[config.mk]
export PLATFORM = sky130hd
export DESIGN_NAME = fb_scan_reader_flat
export DESIGN_NICKNAME = d
export VERILOG_FILES = /design/src/rtl/fb_scan_reader_if.sv /design/src/rtl/fb_scan_reader.sv /design/src/flat_wrapper.sv
export SDC_FILE = /design/constraint.sdc
export NUM_CORES = 1
export LEC_CHECK = 0
export ABC_CLOCK_PERIOD_IN_PS = 4600
export CELL_PAD_IN_SITES_DETAIL_PLACEMENT = 2
export CELL_PAD_IN_SITES_GLOBAL_PLACEMENT = 2
export CORE_UTILIZATION = 36
export CTS_CLUSTER_SIZE = 20
export DETAILED_ROUTE_END_ITERATION = 8
export GPL_TIMING_DRIVEN = 0
export HOLD_SLACK_MARGIN = 0.1
export PLACE_DENSITY = 0.81
export SLEW_MARGIN = 15
export SYNTH_ARGS = -nofsm -noshare
export SYNTH_HDL_FRONTEND = slang
export SYNTH_SLANG_ARGS = --single-unit
[constraint.sdc]
create_clock -name clk -period 4.6 [get_ports clk]
set_clock_uncertainty 0.2 [all_clocks]
set_input_delay 0.92 -clock clk [delete_from_list [all_inputs] [get_ports clk]]
set_output_delay 0.92 -clock clk [all_outputs]
set_load 0.02 [all_outputs]
[src/rtl/fb_scan_reader_if.sv]
// Handshake bundle between the framebuffer scan reader, its framebuffer read port
// and the downstream pixel consumer.
interface fb_scan_reader_if #(
  parameter int DW = 8,
  parameter int AW = 10
);
  logic          frame_start;
  logic [AW-1:0] ram_adr;
  logic [DW-1:0] ram_dat_r;
  logic          out_vld;
  logic          out_rdy;
  logic [DW-1:0] out_dat;
  logic          out_eol;
  logic          out_eof;
  logic          busy;
  logic          fs_miss;

  modport master (
    input  frame_start, ram_dat_r, out_rdy,
    output ram_adr, out_vld, out_dat, out_eol, out_eof, busy, fs_miss
  );

  modport slave (
    output frame_start, ram_dat_r, out_rdy,
    input  ram_adr, out_vld, out_dat, out_eol, out_eof, busy, fs_miss
  );
endinterface

[src/rtl/fb_scan_reader.sv]
// Scans a framebuffer in address order through a registered-read port and streams
// the words out over a valid/ready link with line and frame tags.
module fb_scan_reader #(
  parameter int DW = 8,
  parameter int MD = 1024,
  parameter int LW = 32,
  parameter int AW = $clog2(MD)
) (
  input logic             clk,
  input logic             rst_n,
  fb_scan_reader_if.master bus
);
  localparam int CW = (LW > 1) ? $clog2(LW) : 1;

  typedef enum logic [1:0] {IDLE, RUN, DRAIN} state_t;
  typedef struct packed {
    logic [DW-1:0] dat;
    logic          eol;
    logic          eof;
  } word_t;

  state_t        state;
  logic [AW-1:0] cnt, adr_q;
  logic [CW-1:0] col;
  logic [1:0]    occ, occ_nxt, wp;
  logic          infl, infl_eol, infl_eof;
  logic          pop, issue, last_adr;
  word_t         buf0, buf1, wr;

  assign pop      = (occ != 2'd0) && bus.out_rdy;
  assign wp       = occ - {1'b0, pop};
  assign occ_nxt  = wp + {1'b0, infl};
  // Credit counts the word landing this cycle so the 2-entry buffer never overflows.
  assign issue    = (state == RUN) && (occ_nxt < 2'd2);
  assign last_adr = (cnt == AW'(MD-1));
  assign wr       = '{dat: bus.ram_dat_r, eol: infl_eol, eof: infl_eof};

  // Address only advances on an issue; otherwise it parks on the last one sent.
  assign bus.ram_adr = issue ? cnt : adr_q;
  assign bus.out_vld = (occ != 2'd0);
  assign bus.out_dat = buf0.dat;
  assign bus.out_eol = buf0.eol;
  assign bus.out_eof = buf0.eof;
  assign bus.busy    = (state != IDLE);

  always_ff @(posedge clk or negedge rst_n) begin
    if (!rst_n) begin
      state       <= IDLE;
      cnt         <= '0;
      adr_q       <= '0;
      col         <= '0;
      occ         <= '0;
      infl        <= 1'b0;
      infl_eol    <= 1'b0;
      infl_eof    <= 1'b0;
      buf0        <= '0;
      buf1        <= '0;
      bus.fs_miss <= 1'b0;
    end else begin
      bus.fs_miss <= bus.frame_start && (state != IDLE);
      occ         <= occ_nxt;
      infl        <= issue;
      if (issue) begin
        infl_eol <= (col == CW'(LW-1));
        infl_eof <= last_adr;
        adr_q    <= cnt;
      end
      if (pop) buf0 <= buf1;
      if (infl) begin
        if (wp == 2'd0) buf0 <= wr;
        else            buf1 <= wr;
      end
      case (state)
        IDLE: if (bus.frame_start) begin
          state <= RUN;
          cnt   <= '0;
          col   <= '0;
        end
        RUN: if (issue) begin
          if (last_adr) state <= DRAIN;
          else          cnt   <= cnt + 1'b1;
          col <= (col == CW'(LW-1)) ? '0 : col + 1'b1;
        end
        DRAIN: if (occ_nxt == 2'd0) begin
          state <= IDLE;
          cnt   <= '0;
          adr_q <= '0;
        end
        default: state <= IDLE;
      endcase
    end
  end
endmodule

[src/flat_wrapper.sv]
// flat-port wrapper written by rule: the top's interface ports become plain ports
module fb_scan_reader_flat 
#(
  parameter int DW = 8,
  parameter int MD = 1024,
  parameter int LW = 32,
  parameter int AW = $clog2(MD)
)
  (clk, rst_n, bus_frame_start, bus_ram_dat_r, bus_out_rdy, bus_ram_adr, bus_out_vld, bus_out_dat, bus_out_eol, bus_out_eof, bus_busy, bus_fs_miss);
  fb_scan_reader_if #(.DW(DW), .AW(AW)) bus_i ();
  input logic clk;
  input logic rst_n;
  input wire logic [$bits(bus_i.frame_start)-1:0] bus_frame_start;
  input wire logic [$bits(bus_i.ram_dat_r)-1:0] bus_ram_dat_r;
  input wire logic [$bits(bus_i.out_rdy)-1:0] bus_out_rdy;
  output wire logic [$bits(bus_i.ram_adr)-1:0] bus_ram_adr;
  output wire logic [$bits(bus_i.out_vld)-1:0] bus_out_vld;
  output wire logic [$bits(bus_i.out_dat)-1:0] bus_out_dat;
  output wire logic [$bits(bus_i.out_eol)-1:0] bus_out_eol;
  output wire logic [$bits(bus_i.out_eof)-1:0] bus_out_eof;
  output wire logic [$bits(bus_i.busy)-1:0] bus_busy;
  output wire logic [$bits(bus_i.fs_miss)-1:0] bus_fs_miss;
  assign bus_i.frame_start = bus_frame_start;
  assign bus_i.ram_dat_r = bus_ram_dat_r;
  assign bus_i.out_rdy = bus_out_rdy;
  assign bus_ram_adr = bus_i.ram_adr;
  assign bus_out_vld = bus_i.out_vld;
  assign bus_out_dat = bus_i.out_dat;
  assign bus_out_eol = bus_i.out_eol;
  assign bus_out_eof = bus_i.out_eof;
  assign bus_busy = bus_i.busy;
  assign bus_fs_miss = bus_i.fs_miss;
  fb_scan_reader #(.DW(DW), .MD(MD), .LW(LW), .AW(AW)) u_core (.clk(clk), .rst_n(rst_n), .bus(bus_i));
endmodule
; After elaboration in Yosys (flattened, before gate mapping)
; Cells that the tools add are included.
[word_totals]
ff_bits = 53
[op_classes]
eq_ne = 9
bitwise = 1
magnitude_cmp = 1
add_sub_neg = 4
mux = 20
n_reduce_logical = 14
[ops]
columns = operator, n
row1 = 10-bit 2-to-1 mux, 10
row2 = 10-bit one-hot mux with 3 select lines, 1
row3 = 5-bit 2-to-1 mux, 3
row4 = "10-bit by 1-bit adder with 10-bit output, second input constant", 1
row5 = "10-bit == test, second input constant", 1
row6 = 5-bit one-hot mux with 2 select lines, 1
row7 = 2-bit 2-to-1 mux, 4
row8 = 2-bit zero test, 3
row9 = "2-bit by 1-bit inequality test with 1-bit output, second input constant", 3
row10 = 2-bit one-hot mux with 3 select lines, 1
row11 = 2-bit nonzero test, 3
row12 = "5-bit by 1-bit adder with 5-bit output, second input constant", 1
row13 = "5-bit == test, second input constant", 1
row14 = 5-bit AND reduction, 1
row15 = "2-bit inequality test, second input constant", 2
row16 = 4-bit AND reduction, 1
row17 = 1-bit logical AND, 3
row18 = 3-bit AND reduction, 1
row19 = 3-bit nonzero test, 1
row20 = 2-bit by 1-bit adder with 2-bit output, 1
row21 = "2-bit by 1-bit == test with 1-bit output, second input constant", 1
row22 = "2-bit == test, second input constant", 1
row23 = "2-bit less-than comparator, second input constant", 1
row24 = 2-bit AND reduction, 1
row25 = 2 further kinds, 2

; Longest topological paths before layout
; Gate-level depths: netlist (run 1).
[depth]
word_depth = 9
mapped_depth = 13
mapped_depth_nobuf = 11

; Worst setup path before layout (run 1)
; Ideal clock, no wire load.
[synth_path]
path_type = in2out
startpoint = input port bus_out_rdy
endpoint = output port bus_ram_adr[5]
n_path_buf = 2
slack_ps = 661
t_arrival_ps = 2819
cell_stages = 10
cell_sequence = nand2_1 -> buf_2 -> inv_1 -> ha_1 -> inv_1 -> ha_1 -> xnor3_2 -> nand2_2 -> buf_2 -> mux2_2
[synth_via]
elab_chain_cells = 6
[synth_lines]
columns = element, line_no
row1 = from (decl), flat_wrapper.sv:15  ; input wire logic [$bits(bus_i.out_rdy)-1:0] bus_out_rdy;
row2 = 1-bit logical AND, fb_scan_reader.sv:30  ; assign pop = (occ != 2'd0) && bus.out_rdy;
row3 = 2-bit by 1-bit subtractor with 2-bit output, fb_scan_reader.sv:31  ; assign wp = occ - {1'b0, pop};
row4 = 2-bit by 1-bit adder with 2-bit output, fb_scan_reader.sv:32  ; assign occ_nxt = wp + {1'b0, infl};
row5 = 2-bit less-than comparator, fb_scan_reader.sv:34  ; assign issue = (state == RUN) && (occ_nxt < 2'd2);
row6 = 1-bit logical AND, fb_scan_reader.sv:34
row7 = 10-bit 2-to-1 mux, fb_scan_reader.sv:39  ; assign bus.ram_adr = issue ? cnt : adr_q;
row8 = to (decl), flat_wrapper.sv:16  ; output wire logic [$bits(bus_i.ram_adr)-1:0] bus_ram_adr;
; No other way between the ends.

; Worst setup path after layout (run 1)
; Ends and elaborated chain as after synthesis.

==> impl_metrics.env, run 1 <==
export IMPL_status="finished, final reports clean"
export IMPL_layout_nets=281
export IMPL_clock_fmax_mhz=221.7
export IMPL_ios=35
export IMPL_initial_utilization_pct=37.06
export IMPL_syn_avg_cell_area_um2=11.54
export IMPL_dp_hpwl_mm=4.447
export IMPL_layout_cells_sized_above_1_pct=18.87
export IMPL_worst_skew_pair_late_latency_ps=310
export IMPL_design_area_um2=3108
export IMPL_synth_cell_area_um2=2504
export IMPL_final_hold_viol_count=0
export IMPL_route_detailed_drc=0
export IMPL_path_clk_slew_ps=90
export IMPL_p_int_w=0.001585
export IMPL_drt_pre_antenna_iters=4
export IMPL_required_ps=3480
export IMPL_leakage_power_nw=1.412
export IMPL_main_combinational_cell_family_by_area_after_synthesis="compound AO/OA/AOI/OAI gates"
export IMPL_number_of_global_route_vias_before_repair=2039
export IMPL_route_detailed_vias_per_inst=5.484
export IMPL_p_switching_w=0.001226
export IMPL_die_h_um=85.40
export IMPL_timing_final_setup_violations=0
export IMPL_core_rowCount=30
export IMPL_fill_cells=708
export IMPL_netlist_area_leader_share_pct=52.97
export IMPL_worstMarginPinSlew_ps=703.3
export IMPL_fin_crit_share_pct=98.04
export IMPL_power_share_clock_pct=9.8
export IMPL_whs_ps=317.1
export IMPL_ctsHtreeMaxLevel=2
export IMPL_clock_sinks=53
export IMPL_cts_max_path_buffers=2
export IMPL_async_reset_ff_share_pct=100.0
export IMPL_pin_count_of_the_biggest_net_entering_global_routing=54
export IMPL_number_of_antenna_violations_at_the_first_check_in_global_routing=0
export IMPL_layout_commonest_cell="dfrtp_1"
export IMPL_syn_nets=234
export IMPL_path_class="input pin to output pin"
export IMPL_synth_top_cells_by_area="dfrtp_1 (53%), mux2_2 (8.5%), mux2i_1 (4.0%), o31a_1 (3.5%), ha_1 (2.5%)"
export IMPL_synth_seq_cells=53
export IMPL_drt_first_iter_violations=36
export IMPL_library_cells_used_by_synthesis=45
export IMPL_netSwitchingFraction_pct=43.62
export IMPL_crit_arrival_ps=3390
export IMPL_gp_congestion=0.7600
export IMPL_synthFlopType="dfrtp_1"
export IMPL_muxShareOfSynthArea_pct=13.74
export IMPL_slew_hr_pct=53.11
export IMPL_crit_path_top_delay_cell="clkdlybuf4s50_1"
export IMPL_grt_overflow_total=0
export IMPL_critical_path_buf_inv_count=6
export IMPL_cts_buffers=5
export IMPL_post_route_min_period_ps=4510
export IMPL_worst_ir_drop_vdd_mv=0.4583
export IMPL_synth_adder_area_share_pct=2.499
export IMPL_compound_gate_fraction_of_synth_area_pct=15.39
export IMPL_tritoncts="done"
export IMPL_final_cell_mix="dfrtp_1 (53), clkdlybuf4s50_1 (23), mux2_2 (19)"
export IMPL_seq_power_share_pct=28.0
export IMPL_cpLargestDelayFamily="buffers and inverters"
export IMPL_timing_critical_path_cells="clkdlybuf4s50_1, nand2_1, buf_6, inv_1, ha_1, inv_1, ha_1, xnor3_2, nand2_4, buf_6, mux2_2, dlygate4sd2_1"
export IMPL_fp_dieW_um=85.40
export IMPL_crit_path_capture_type="output pin"
export IMPL_timing_max_transition_violations_final=0
export IMPL_syn2layout_area_growth_pct=24.14
export IMPL_drv_max_cap_violation_count=0
export IMPL_root_buffer="clkbuf_8"
export IMPL_worst_hold_path_type="register to register"
export IMPL_route_antenna_remaining_nets=0
export IMPL_warnings_from_yosys=0
export IMPL_antenna_diode_count=0
export IMPL_grt_first_pass_wirelength_mm=10.45
export IMPL_routed_len_inst_um=18.33
export IMPL_core_region_area_um2=6756
export IMPL_synth_yosys_seq_area_share_pct=52.97
export IMPL_placed_area_um2=2942
export IMPL_synth_top_area_cell="dfrtp_1"
export IMPL_hold_buffers=0
export IMPL_placement_io_buffers=34
export IMPL_cp_max_fo=10
export IMPL_postSynthCellCount=217
export IMPL_synth_edff_count=0
export IMPL_startpoint_type="input pin"
export IMPL_grt_use_total_pct=18.58
export IMPL_layout_cells_non_filler=345
export IMPL_setup_total_negative_slack_ps=0
export IMPL_post_synth_simple_gate_area_pct=11.39
export IMPL_power_combinational_fraction_pct=62.2
export IMPL_finalWirelength_mm=6.325
export IMPL_synth_xor_xnor_area_share_pct=1.299
export IMPL_power_density_nw_per_um2=904.5
export IMPL_dieArea_um2=7292
export IMPL_detailroute_via_count=1892
export IMPL_dp_cells=331
export IMPL_crit_path_max_incr_delay_ps=460
-- state kept, by name, indices dropped and copies added (netlist names) --
register	flops
u_core.bus.fs_miss	1
u_core.infl_eol	1
u_core.infl	1
u_core.bus.out_eol	1
u_core.cnt	10
u_core.bus.out_eof	1
u_core.buf1	10
u_core.occ	2
u_core.infl_eof	1
u_core.adr_q	10
u_core.bus.out_dat	8
u_core.state	2
u_core.col	5
-- logic make-up after synthesis --
family,Yosys count
AND/OR/NAND/NOR,57
AO/OA/AOI/OAI,52
buffers and inverters,17
adder cells (fa/ha/maj),5
flip-flops,53
XOR/XNOR,2
multiplexers,31
-- cells in the mapped netlist, types with 2 or more instances --
library cell  number
buf_2              3
o31a_1            10
o21ai_0            8
dfrtp_1           53
a21o_1             3
or2_2              3
mux2_2            19
nor2_1            13
nand2b_1           3
nand2_1           13
mux2_4             2
o211ai_1           2
and3_1             3
inv_2              2
clkbuf_1           5
a211o_1            2
inv_1              6
nor3_1             7
mux2i_1           10
a21oi_1           10
ha_1               5
a22o_1             3
nand3_1            6
a31oi_1            5
-- worst register-to-register path, cell delays in order, from the launching register on --
cell     delay, ps
dfrtp_1        430
or2_2          320
nand2_1        130
buf_6          110
inv_1           30
ha_1           300
inv_1           50
ha_1           180
xnor3_2        280
buf_4          130
inv_2           60
o32a_4         380
o21a_4         150
a221o_1        350
-- routing by layer --
metal  share of wire, %  global-route usage, %
met1                 43                  22.55
met2                 53                  34.24
met3                2.3                  2.821
met4                1.6                  5.152
met5                  0                      0
-- through the flow --
stage	power [W]	utilization, %	setup slack, ps
floorplan	0.001872	-	661.2
global placement	0.002388	43.57	-565.4
detailed placement	0.002446	43.54	-605.5
CTS	0.002752	45.22	1.664
global route	0.003012	46.00	-4.256
finish	0.002811	46.00	90.11
-- power groups by stage --
stage	combinational (W)	sequential, W	clock [W]
global placement	0.00160	0.000785	0
CTS	0.00167	0.000788	0.000291
floorplan	0.00106	0.000813	0
global route	0.00190	0.000810	0.000299
detailed placement	0.00165	0.000800	0
finish	0.00175	0.000786	0.000276
-- final timing paths --
check | startpoint | endpoint | slack, ps | depth (start not counted)
setup / recovery | bus_out_rdy | bus_ram_adr[5] | 90 | 12
hold / removal | u_core.buf1[9] | u_core.buf1[9] | 320 | 1
setup reg to reg | u_core.occ[1] | u_core.cnt[6] | 1400 | 13
hold reg to reg | u_core.buf1[9] | u_core.buf1[9] | 320 | 1
max in group asynchronous | rst_n | u_core.state[0] | 3290 | 1
min in group asynchronous | rst_n | u_core.cnt[9] | 450 | 1
-- repair_timing --
| action | in CTS | in global routing |
|---|---|---|
| gates cloned | 0 | 0 |
| endpoints found under the setup margin | 10 | 8 |
| resized for setup | 12 | 6 |
| hold endpoints to repair | 0 | 0 |
| buffers inserted | 1 | 5 |
-- layout make-up --
type	count	area [um^2]	share of cell area (%)
multi-input cells	147	1115	35.87
plain buffers	9	56.30	1.812
well taps	80	100.1	3.221
inverters	8	30.03	0.9662
clock buffers	5	68.82	2.214
repair buffers	40	386.6	12.44
flip-flops and latches	53	1326	42.67
clock inverters	3	25.02	0.8052
(Power assumes the default switching activity.)
==> inputs of run 2 (changes only) <==
Settings changed: CORE_MARGIN set to 4, GPL_TIMING_DRIVEN 0 to not set.
==> run 2 against run 1 <==
  * Sequential share of layout area about the same
  * Setup slack better by 22 ps
  * Die area is 15% higher
  * Non-clock buffer count fell by 7
  * Count of clock-buffer cells in the layout unchanged
  * Largest power group unchanged
  * Final cell count down 2.0%
  * Critical path depth shrank 1
  * Worst hold slack gained 4.7 ps
  * Highest routed layer unchanged
  * Via count down 1.9%
  * Critical path type unchanged
==> impl_metrics.env, run 2 (same netlist as run 1, synthesis figures left out) <==
export IMPL_gp_congestion=0.7375
export IMPL_root_buffer="clkbuf_8"
export IMPL_grt_overflow_total=0
export IMPL_clock_fmax_mhz=222.8
export IMPL_top_regs="u_core.adr_q (10), u_core.buf1 (10), u_core.cnt (10)"
export IMPL_crit_arrival_ps=3370
export IMPL_fin_crit_share_pct=97.56
export IMPL_route_detailed_drc=0
export IMPL_worst_hold_path_type="register to register"
export IMPL_path_clk_slew_ps=100
export IMPL_status="finished, final reports clean"
export IMPL_power_density_nw_per_um2=921.7
export IMPL_initial_utilization_pct=37.06
export IMPL_grt_use_total_pct=17.06
export IMPL_worst_ir_drop_vdd_mv=0.4040
export IMPL_ios=35
export IMPL_drt_pre_antenna_iters=4
export IMPL_detailroute_via_count=1856
export IMPL_route_detailed_vias_per_inst=5.491
export IMPL_leakage_power_nw=1.427
export IMPL_dp_hpwl_mm=4.758
export IMPL_syn2layout_area_growth_pct=24.19
export IMPL_number_of_antenna_violations_at_the_first_check_in_global_routing=0
export IMPL_number_of_global_route_vias_before_repair=2099
export IMPL_slew_hr_pct=48.16
export IMPL_cpLargestDelayFamily="buffers and inverters"
export IMPL_required_ps=3480
export IMPL_crit_path_max_incr_delay_ps=540
export IMPL_layout_cells_sized_above_1_pct=18.99
export IMPL_hold_buffers=0
export IMPL_fp_dieW_um=91.40
export IMPL_startpoint_type="input pin"
export IMPL_cts_buffers=5
export IMPL_cp_max_fo=7
export IMPL_timing_critical_path_cells="clkdlybuf4s50_1, nand2_1, inv_1, ha_1, inv_1, ha_1, xnor3_2, nand2_2, inv_4, mux2_4, clkdlybuf4s50_1"
export IMPL_timing_final_setup_violations=0
export IMPL_crit_path_top_delay_cell="clkdlybuf4s50_1"
export IMPL_finalWirelength_mm=6.670
export IMPL_ctsHtreeMaxLevel=2
export IMPL_routed_len_inst_um=19.73
export IMPL_worstMarginPinSlew_ps=775.4
export IMPL_grt_first_pass_wirelength_mm=11.29
export IMPL_final_cell_mix="dfrtp_1 (53), clkdlybuf4s50_1 (24), mux2_2 (19)"
export IMPL_crit_path_capture_type="output pin"
export IMPL_drv_max_cap_violation_count=0
export IMPL_post_route_min_period_ps=4488
export IMPL_design_area_um2=3109
export IMPL_layout_cells_non_filler=338
export IMPL_grt_setup_unrepaired="false"
export IMPL_clock_sinks=53
export IMPL_timing_max_transition_violations_final=0
export IMPL_route_antenna_remaining_nets=0
export IMPL_core_rowCount=30
export IMPL_die_h_um=91.40
export IMPL_path_class="input pin to output pin"
export IMPL_antenna_diode_count=0
export IMPL_placed_area_um2=2962
export IMPL_dieArea_um2=8353
export IMPL_core_region_area_um2=6756
export IMPL_final_hold_viol_count=0
export IMPL_drt_first_iter_violations=43
export IMPL_worst_skew_pair_late_latency_ps=300
export IMPL_pin_count_of_the_biggest_net_entering_global_routing=28
export IMPL_cts_max_path_buffers=2
export IMPL_layout_commonest_cell="dfrtp_1"
export IMPL_dp_cells=330
export IMPL_layout_nets=274
export IMPL_critical_path_buf_inv_count=5
export IMPL_tritoncts="done"
export IMPL_placement_io_buffers=34
-- run 2: changes by cell type in the layout (fill, tap and decap cells not counted), sizes merged --
cell           before  now
clkinvlp            1    0
clkdlybuf4s15       1    0
clkdlybuf4s50      23   24
clkbuf             10    5
bufinv              0    2
dlygate4sd2         5    3
buf                11    9
dlymetal6s2s        4    6
inv                 9    8
-- run 2: what timing repair did --
item	CTS	global route
gates resized for setup	3	7
setup buffers	0	0
setup endpoints to repair	3	7
cloned	0	0
-- run 2: power by group --
group / switching, W / total [W] / internal [W]
combinational: 0.000928 / 0.00170 / 0.000772
sequential: 0.000131 / 0.000792 / 0.000661
clock: 0.000158 / 0.000374 / 0.000216
total: 0.00122 / 0.00287 / 0.00165
-- run 2: final timing paths --
path                       slack [ps]      startpoint              end  cells after the start
setup / recovery                  110     bus_out_rdy   bus_ram_adr[7]                     11
hold / removal                    320  u_core.buf1[4]   u_core.buf1[4]                      1
setup reg to reg                 1500   u_core.occ[1]    u_core.cnt[6]                     12
hold reg to reg                   320  u_core.buf1[4]   u_core.buf1[4]                      1
max in group asynchronous        3010           rst_n  u_core.adr_q[3]                      2
min in group asynchronous         410           rst_n   u_core.buf1[7]                      1
-- run 2: routing by layer --
layer  wire length (um)  vias to the layer above  GRT usage (%)
met2               3559                       28          30.80
met4                 52                        0          3.769
met1               2864                      956          21.14
li1                   -                      867              -
met5                  0                        -              0
met3                194                        5          2.900
-- run 2: cell type report --
cell class | count | area [um^2]
timing repair buffer | 42 | 406.6
tap | 80 | 100.1
clock buffer | 5 | 68.82
clock inverter | 3 | 65.06
inverter | 8 | 32.53
sequential | 53 | 1326
fill | 691 | 3647
multi-input combinational | 147 | 1110
-- run 2: through the flow --
stage	util [%]	hold slack, ps	TNS (ps)	setup slack [ps]	power [W]
2_1_floorplan	-	263.0	0	661.2	0.001872
3_3_place_gp	43.83	288.8	0	73.86	0.002439
3_5_place_dp	43.83	293.1	-4.466	-4.466	0.002527
4_1_cts	45.76	332.0	0	4.468	0.002916
5_1_grt	46.02	346.2	0	9.430	0.003082
6_report	46.02	321.8	0	112.4	0.002866
